==> config.mk <==
export PLATFORM = sky130hd
export DESIGN_NAME = proc_mem_arbiter
export DESIGN_NICKNAME = d
export VERILOG_FILES = /design/src/rtl/tinyrv1_mem_pkg.sv /design/src/rtl/proc_mem_arbiter.sv
export SDC_FILE = /design/constraint.sdc
export NUM_CORES = 1
export LEC_CHECK = 0
export CELL_PAD_IN_SITES_DETAIL_PLACEMENT = 0
export CELL_PAD_IN_SITES_GLOBAL_PLACEMENT = 1
export CORE_ASPECT_RATIO = 1.4
export CORE_MARGIN = 2
export CORE_UTILIZATION = 12
export CTS_CLUSTER_SIZE = 10
export DETAILED_ROUTE_END_ITERATION = 10
export GPL_ROUTABILITY_DRIVEN = 0
export GPL_TIMING_DRIVEN = 0
export PLACE_DENSITY = 0.95
export SLEW_MARGIN = 30
export SYNTH_ARGS = -nofsm -noshare
export SYNTH_HDL_FRONTEND = slang
export SYNTH_SLANG_ARGS = --single-unit
==> constraint.sdc <==
create_clock -name clk -period 2.67 [get_ports clk]
set_input_delay 0.534 -clock clk [delete_from_list [all_inputs] [get_ports clk]]
set_output_delay 0.534 -clock clk [all_outputs]
set_load 0.02 [all_outputs]
==> src/rtl/tinyrv1_mem_pkg.sv <==
// Shared types for the TinyRV1 memory arbiter: request type, transaction owner and arbiter state.
package tinyrv1_mem_pkg;

    typedef enum logic {MEM_READ = 1'b0, MEM_WRITE = 1'b1} memtype_t;
    typedef enum logic {OWN_IMEM = 1'b0, OWN_DMEM = 1'b1} owner_t;
    typedef enum logic {ARB_IDLE = 1'b0, ARB_BUSY = 1'b1} arbstate_t;

endpackage

==> src/rtl/proc_mem_arbiter.sv <==
// Shares one memory port between instruction fetch and load/store, one transaction in flight.
// Define MEM_ARB_RR_EN for round-robin grant on contention; otherwise loads/stores always win.
//
// state    | meaning
// ---------+-----------------------------------------------------------
// ARB_IDLE | no transaction outstanding; grant forwarded to memory port
// ARB_BUSY | one request accepted; waiting for its memory response
module proc_mem_arbiter
    import tinyrv1_mem_pkg::*;
#(
    parameter int ADDR_W = 32,
    parameter int DATA_W = 32
) (
    input  logic              clk,
    input  logic              rst,

    input  logic              imemreq_val,
    output logic              imemreq_rdy,
    input  logic [ADDR_W-1:0] imemreq_addr,
    output logic              imemresp_val,
    output logic [DATA_W-1:0] imemresp_data,

    input  logic              dmemreq_val,
    output logic              dmemreq_rdy,
    input  logic              dmemreq_type,
    input  logic [ADDR_W-1:0] dmemreq_addr,
    input  logic [DATA_W-1:0] dmemreq_wdata,
    output logic              dmemresp_val,
    output logic [DATA_W-1:0] dmemresp_data,

    output logic              memreq_val,
    input  logic              memreq_rdy,
    output logic              memreq_type,
    output logic [ADDR_W-1:0] memreq_addr,
    output logic [DATA_W-1:0] memreq_wdata,
    input  logic              memresp_val,
    input  logic [DATA_W-1:0] memresp_data,

    output logic              err_stray
);

    arbstate_t state, state_nxt;
    owner_t    owner;
    owner_t    grant;
    logic      grant_val;
    logic      fire;

`ifdef MEM_ARB_RR_EN
    owner_t    last_owner;
`endif

    always_comb begin
        grant_val = imemreq_val | dmemreq_val;
        grant     = OWN_IMEM;
`ifdef MEM_ARB_RR_EN
        if (imemreq_val && dmemreq_val) begin
            if (last_owner == OWN_DMEM) grant = OWN_IMEM;
            else                        grant = OWN_DMEM;
        end else if (dmemreq_val) begin
            grant = OWN_DMEM;
        end
`else
        if (dmemreq_val) grant = OWN_DMEM;
`endif
    end

    // Outputs are forced to zero for the whole time reset is held, including mid-transaction.
    always_comb begin
        state_nxt     = state;
        imemreq_rdy   = 1'b0;
        dmemreq_rdy   = 1'b0;
        imemresp_val  = 1'b0;
        imemresp_data = '0;
        dmemresp_val  = 1'b0;
        dmemresp_data = '0;
        memreq_val    = 1'b0;
        memreq_type   = MEM_READ;
        memreq_addr   = '0;
        memreq_wdata  = '0;
        if (rst) begin
            case (state)
                ARB_IDLE: begin
                    if (grant_val) begin
                        memreq_val = 1'b1;
                        if (grant == OWN_DMEM) begin
                            memreq_type  = dmemreq_type;
                            memreq_addr  = dmemreq_addr;
                            memreq_wdata = dmemreq_wdata;
                            dmemreq_rdy  = memreq_rdy;
                        end else begin
                            memreq_addr  = imemreq_addr;
                            imemreq_rdy  = memreq_rdy;
                        end
                        if (memreq_rdy) state_nxt = ARB_BUSY;
                    end
                end
                ARB_BUSY: begin
                    if (memresp_val) begin
                        state_nxt = ARB_IDLE;
                        if (owner == OWN_DMEM) begin
                            dmemresp_val  = 1'b1;
                            dmemresp_data = memresp_data;
                        end else begin
                            imemresp_val  = 1'b1;
                            imemresp_data = memresp_data;
                        end
                    end
                end
                default: state_nxt = ARB_IDLE;
            endcase
        end
    end

    assign fire = memreq_val & memreq_rdy;

    always_ff @(posedge clk or negedge rst) begin
        if (!rst) begin
            state     <= ARB_IDLE;
            owner     <= OWN_IMEM;
            err_stray <= 1'b0;
        end else begin
            state <= state_nxt;
            if (fire) owner <= grant;
            if (state == ARB_IDLE && memresp_val) err_stray <= 1'b1;
        end
    end

`ifdef MEM_ARB_RR_EN
    always_ff @(posedge clk or negedge rst) begin
        if (!rst) last_owner <= OWN_DMEM;
        else if (fire) last_owner <= grant;
    end
`endif

endmodule

==> Yosys cells after proc, flatten, opt, wreduce, memory -nomap -nowiden <==
Index checks and enable logic that the tools add are counted.
{ "totals": {"regBits": 3, "latch_bits": 0, "mem_bits_rw": 0, "rom_bits": 0, "out_inout_bits": 135, "memories": 0} }
{ "op_classes": {"n_addsub": 0, "mul": 0, "div": 0, "magnitude_cmp": 0, "n_eq_ne": 0, "shifts": 0, "mux": 44, "bitwise_logic": 3, "reduce_logical": 1} }
{ "ops": {"columns": ["cell", "count"], "rows": [
  ["$mux W32", 16],
  ["$mux W1", 27],
  ["$pmux W1 S2", 1],
  ["$and A1 B1 Y1", 1],
  ["$logic_and A1 B1 Y1", 1],
  ["$not A1 Y1", 1],
  ["$or A1 B1 Y1", 1]
]} }

==> Depth between registers and ports, before layout <==
{ "depth": {"word_depth": 5, "ltp_mapped": 4, "ltp_nobuf": 2} }

==> Worst setup path after synthesis <==
No wires, ideal clock.
{ "synth_timing": {"path_type": "input to output", "from": "input dmemreq_val", "to": "output memreq_addr[22]", "arrival_ns": 1.349, "t_required_ns": 2.136, "path_slack_ns": 0.787, "stages": 4, "path_buffers": 2, "cell_sequence": "buf_2 > clkbuf_1 > nand3b_1 > a21oi_1"} }
{ "synth_via": {"elab_chain_cells": 5, "word_cells_on_any_way": 6} }
{ "synth_rtl": {"columns": ["element", "line_no", "source"], "rows": [
  ["start, declared", "proc_mem_arbiter.sv:23", "input logic dmemreq_val,"],
  ["$mux W1", "proc_mem_arbiter.sv:63", "if (dmemreq_val) grant = OWN_DMEM;"],
  ["$mux W32", "proc_mem_arbiter.sv:85", "if (grant == OWN_DMEM) begin"],
  ["$mux W32 (*)", "proc_mem_arbiter.sv:83", "if (grant_val) begin"],
  ["$mux W32 (*)", "proc_mem_arbiter.sv:81", "case (state)"],
  ["$mux W32 (*)", "proc_mem_arbiter.sv:80", "if (rst) begin"],
  ["end, declared", "proc_mem_arbiter.sv:34", "output logic [ADDR_W-1:0] memreq_addr,"]
]} }
Mark *: on every way between the ends. The rest lies on a longest branch, timed or not.

==> Final worst setup path <==
{ "layout_timing": {"from": "input memresp_val", "to": "output dmemresp_val"} }
{ "layout_via": {"elab_chain_cells": 3} }
{ "layout_rtl": {"columns": ["element", "line_no", "source"], "rows": [
  ["start, declared", "proc_mem_arbiter.sv:36", "input logic memresp_val,"],
  ["$mux W1", "proc_mem_arbiter.sv:98", "if (memresp_val) begin"],
  ["$mux W1", "proc_mem_arbiter.sv:81", null],
  ["$mux W1", "proc_mem_arbiter.sv:80", null],
  ["end, declared", "proc_mem_arbiter.sv:28", "output logic dmemresp_val,"]
]} }
No other way between the ends.

==> parameters.txt <==
Parameter                              Value

Run status
  Result of the run    completed

Cells and area
  Most used cells in the layout excluding fill and tap cells    154 x sky130_fd_sc_hd__clkdlybuf4s50_1, 64 x sky130_fd_sc_hd__and2_1, 58 x sky130_fd_sc_hd__dlygate4sd2_1
  Area grow syn2layout    205%
  NumNets Final    approximately 650
  Leading cell type in the layout, fill and taps excluded    sky130_fd_sc_hd__clkdlybuf4s50_1
  Share of post-route cells with drive strength above 1    under 10%
  Post-Layout Cell Count    660
  Final core utilization    a little under two fifths

Worst setup path
  R2R depth    2
  Total buffers and inverters traversed by the critical path    3
  Series of cell instances along the critical path    clkdlybuf4s50_1 > and4_4 > buf_4 > clkdlybuf4s50_1
  Setup slack of the worst register-to-register path    approximately 1600 ps
  Critical-path top delay cell    sky130_fd_sc_hd__clkdlybuf4s50_1
  Arrival time reported for the critical path endpoint    ~2100 ps
  Worst endpoint required time    between 2000 and 2500 ps
  Startpoint Class    input pin
  Crit-path max cell delay    about 600 ps
  Highest net fanout along the worst path    10
  Kind of end point of the critical path    output pin
  Crit Path Category    in -> out
  Reg-to-reg endpoint    owner
  Origin of the critical flop-to-flop path    state
  Critical Path Most Common Cell    sky130_fd_sc_hd__clkdlybuf4s50_1
  CP delay by family, top    buffers and inverters

Synthesis
  Syn Inst Count    around 240
  YS warnings    0
  Register bit count reported by yosys    3
  Post-synth ARST share    100%
  Area of the mapped netlist    about 1500 um2
  Post-synth top flop    sky130_fd_sc_hd__dfrtp_1
  Post-synthesis net count    between 300 and 400
  Post-synthesis cell type count    20
  Number of enable flip-flop cells after synthesis    0
  Synthesized area per cell    between 6 and 7 um2
  Share of the yosys chip area belonging to registers    under 10%

Worst hold path
  Kind of path behind the tightest hold check    in -> async

Clocking
  Clock tree sinks    3
  Number of buffers between clock root and the deepest sink    2
  Post-CTS setup buffers    0
  Number of H-tree levels    1
  Clock latency on the worst-skew pair    220 ps
  TritonCTS clock tree    done
  CTS root buf    sky130_fd_sc_hd__clkbuf_16
  Clock transition at path regs    about 30 ps
  Number of hold buffers added after CTS    0
  Number of clock buffers inserted by TritonCTS    3

Routing
  Detailed Route WL    11300 um
  Final routed wire length divided by cell count    between 15 and 20 um
  Number of DRC violations after detailed routing    0
  Number of detailed-routing iterations run before antenna repair    4
  DR vias    2768
  Number of antenna-violating nets in the routed design    0
  Via count normalized by instance count    between 4 and 5
  Number of design-rule violations left by the first detailed-router iteration    between 80 and 90

Global routing
  Pin count of the biggest net entering global routing    11
  Via count of the first global-routing pass    ~2800
  Wire length of the first global-routing pass    15700 um
  Total track usage    ~16%
  Final global-route overflow total    0
  Initial antenna violation count    6

STA
  Final worst setup slack    about 47 ps
  Remaining max-slew budget at the tightest pin    between 60% and 70%
  Fmax    around 380 MHz
  Count of endpoints failing hold in the final timing report    0
  Post-route fraction of the period consumed by the critical path    a little over nine tenths
  Tmin final    about 2600 ps
  Final count of pins violating max slew    0
  Final worst hold slack    247 ps
  Worst setup skew after layout    ~1.2 ps
  Fin Setup TNS    0 ps
  Worst slew pin tran    between 400 and 500 ps
  Endpoints failing setup    0

Power and ir drop
  Areal power density over the cells    roughly 250 nW/um2
  Leakage Power    ~3 nW
  Peak supply drop    between 0.1 and 0.15 mV

Floorplan
  Width of the die    97.5 um
  Top Ports    270
  Starting density of the core    12.4%
  DIE HEIGHT    approximately 130 um
  # rows    47
  Placeable core area    ~12000 um2
  Die Footprint    13100 um2

Placement
  Post-DP HPWL    ~9700 um
  Placed Instances    around 650
  Number of buffer cells added on primary ports    about 270
  Setup Slack @ Placement    -400 ps

Job
  Max-cap check violation count    0
==> worst max-delay path by stage <==
stage | to | slack, ps | cells past startpoint | startpoint
finish | dmemresp_val | 50 | 4 | memresp_val
global route | memreq_wdata[10] | -0.9 | 5 | rst
CTS | dmemresp_data[31] | 5 | 4 | memresp_val
detailed placement | memreq_addr[8] | -400 | 6 | rst
global placement | memreq_addr[8] | -340 | 6 | rst
floorplan | memreq_addr[22] | 790 | 4 | dmemreq_val
==> synthesized netlist by cell type, types with 3 or more instances <==
library cell / count / area [um2]
sky130_fd_sc_hd__nand3b_1: 32 / 240
sky130_fd_sc_hd__nor2_1: 3 / 11.3
sky130_fd_sc_hd__nand2_1: 32 / 120
sky130_fd_sc_hd__clkbuf_1: 7 / 26.3
sky130_fd_sc_hd__buf_4: 3 / 22.5
sky130_fd_sc_hd__a21oi_1: 33 / 165
sky130_fd_sc_hd__buf_2: 15 / 75.1
sky130_fd_sc_hd__and3_1: 35 / 219
sky130_fd_sc_hd__and2_1: 64 / 400
sky130_fd_sc_hd__buf_6: 3 / 33.8
sky130_fd_sc_hd__dfrtp_1: 3 / 75.1
==> routing by layer <==
metal	vias up	GRT usage [%]	part of all wire (%)
li1	1350	-	-
met1	1215	16.3	36
met2	181	28.0	49
met3	18	7.09	12
met4	4	4.63	1.9
met5	-	0	0.15
==> kinds of logic (layout without fill, tap and decap cells) <==
logic type	count (synthesis)	in the layout	share of synthesized area, %
other	0	3	0
and+or+nand+nor	171	171	70.9
buffers and inverters	29	300	11.0
AOI/OAI and AO/OA	36	36	13.0
DFF	3	3	5.11
==> where the power goes <==
part | switching [mW] | total [mW] | internal, mW
Sequential | 0.0112 | 0.0669 | 0.0557
Combinational | 0.379 | 0.804 | 0.426
Clock | 0.0416 | 0.239 | 0.197
==> timing repair <==
item	CTS	global route
endpoints found under the hold margin	0	0
resized for setup	61	54
endpoints found under the setup margin	134	54
==> layout make-up <==
cell class / instances / area (um2)
Antenna cell: 3 / 7.51
Buffer: 28 / 158
Clock buffer: 4 / 78.8
Fill cell: 1271 / 7400
Inverter: 1 / 3.75
Multi-Input combinational cell: 207 / 1230
Sequential cell: 3 / 75.1
Tap cell: 147 / 184
Timing Repair Buffer: 267 / 2740
==> metrics by stage <==
stage	total power, mW	instance area [um2]
CTS	1.14	4330
global route	1.17	4470
floorplan	0.428	1470
global placement	0.911	4320
finish	1.11	4470
detailed placement	0.923	4320
==> registers in the layout, indices dropped and copies added, names as in the netlist <==
register,count
err_stray,1
owner,1
state,1
Power figures use the tool's default switching activity.
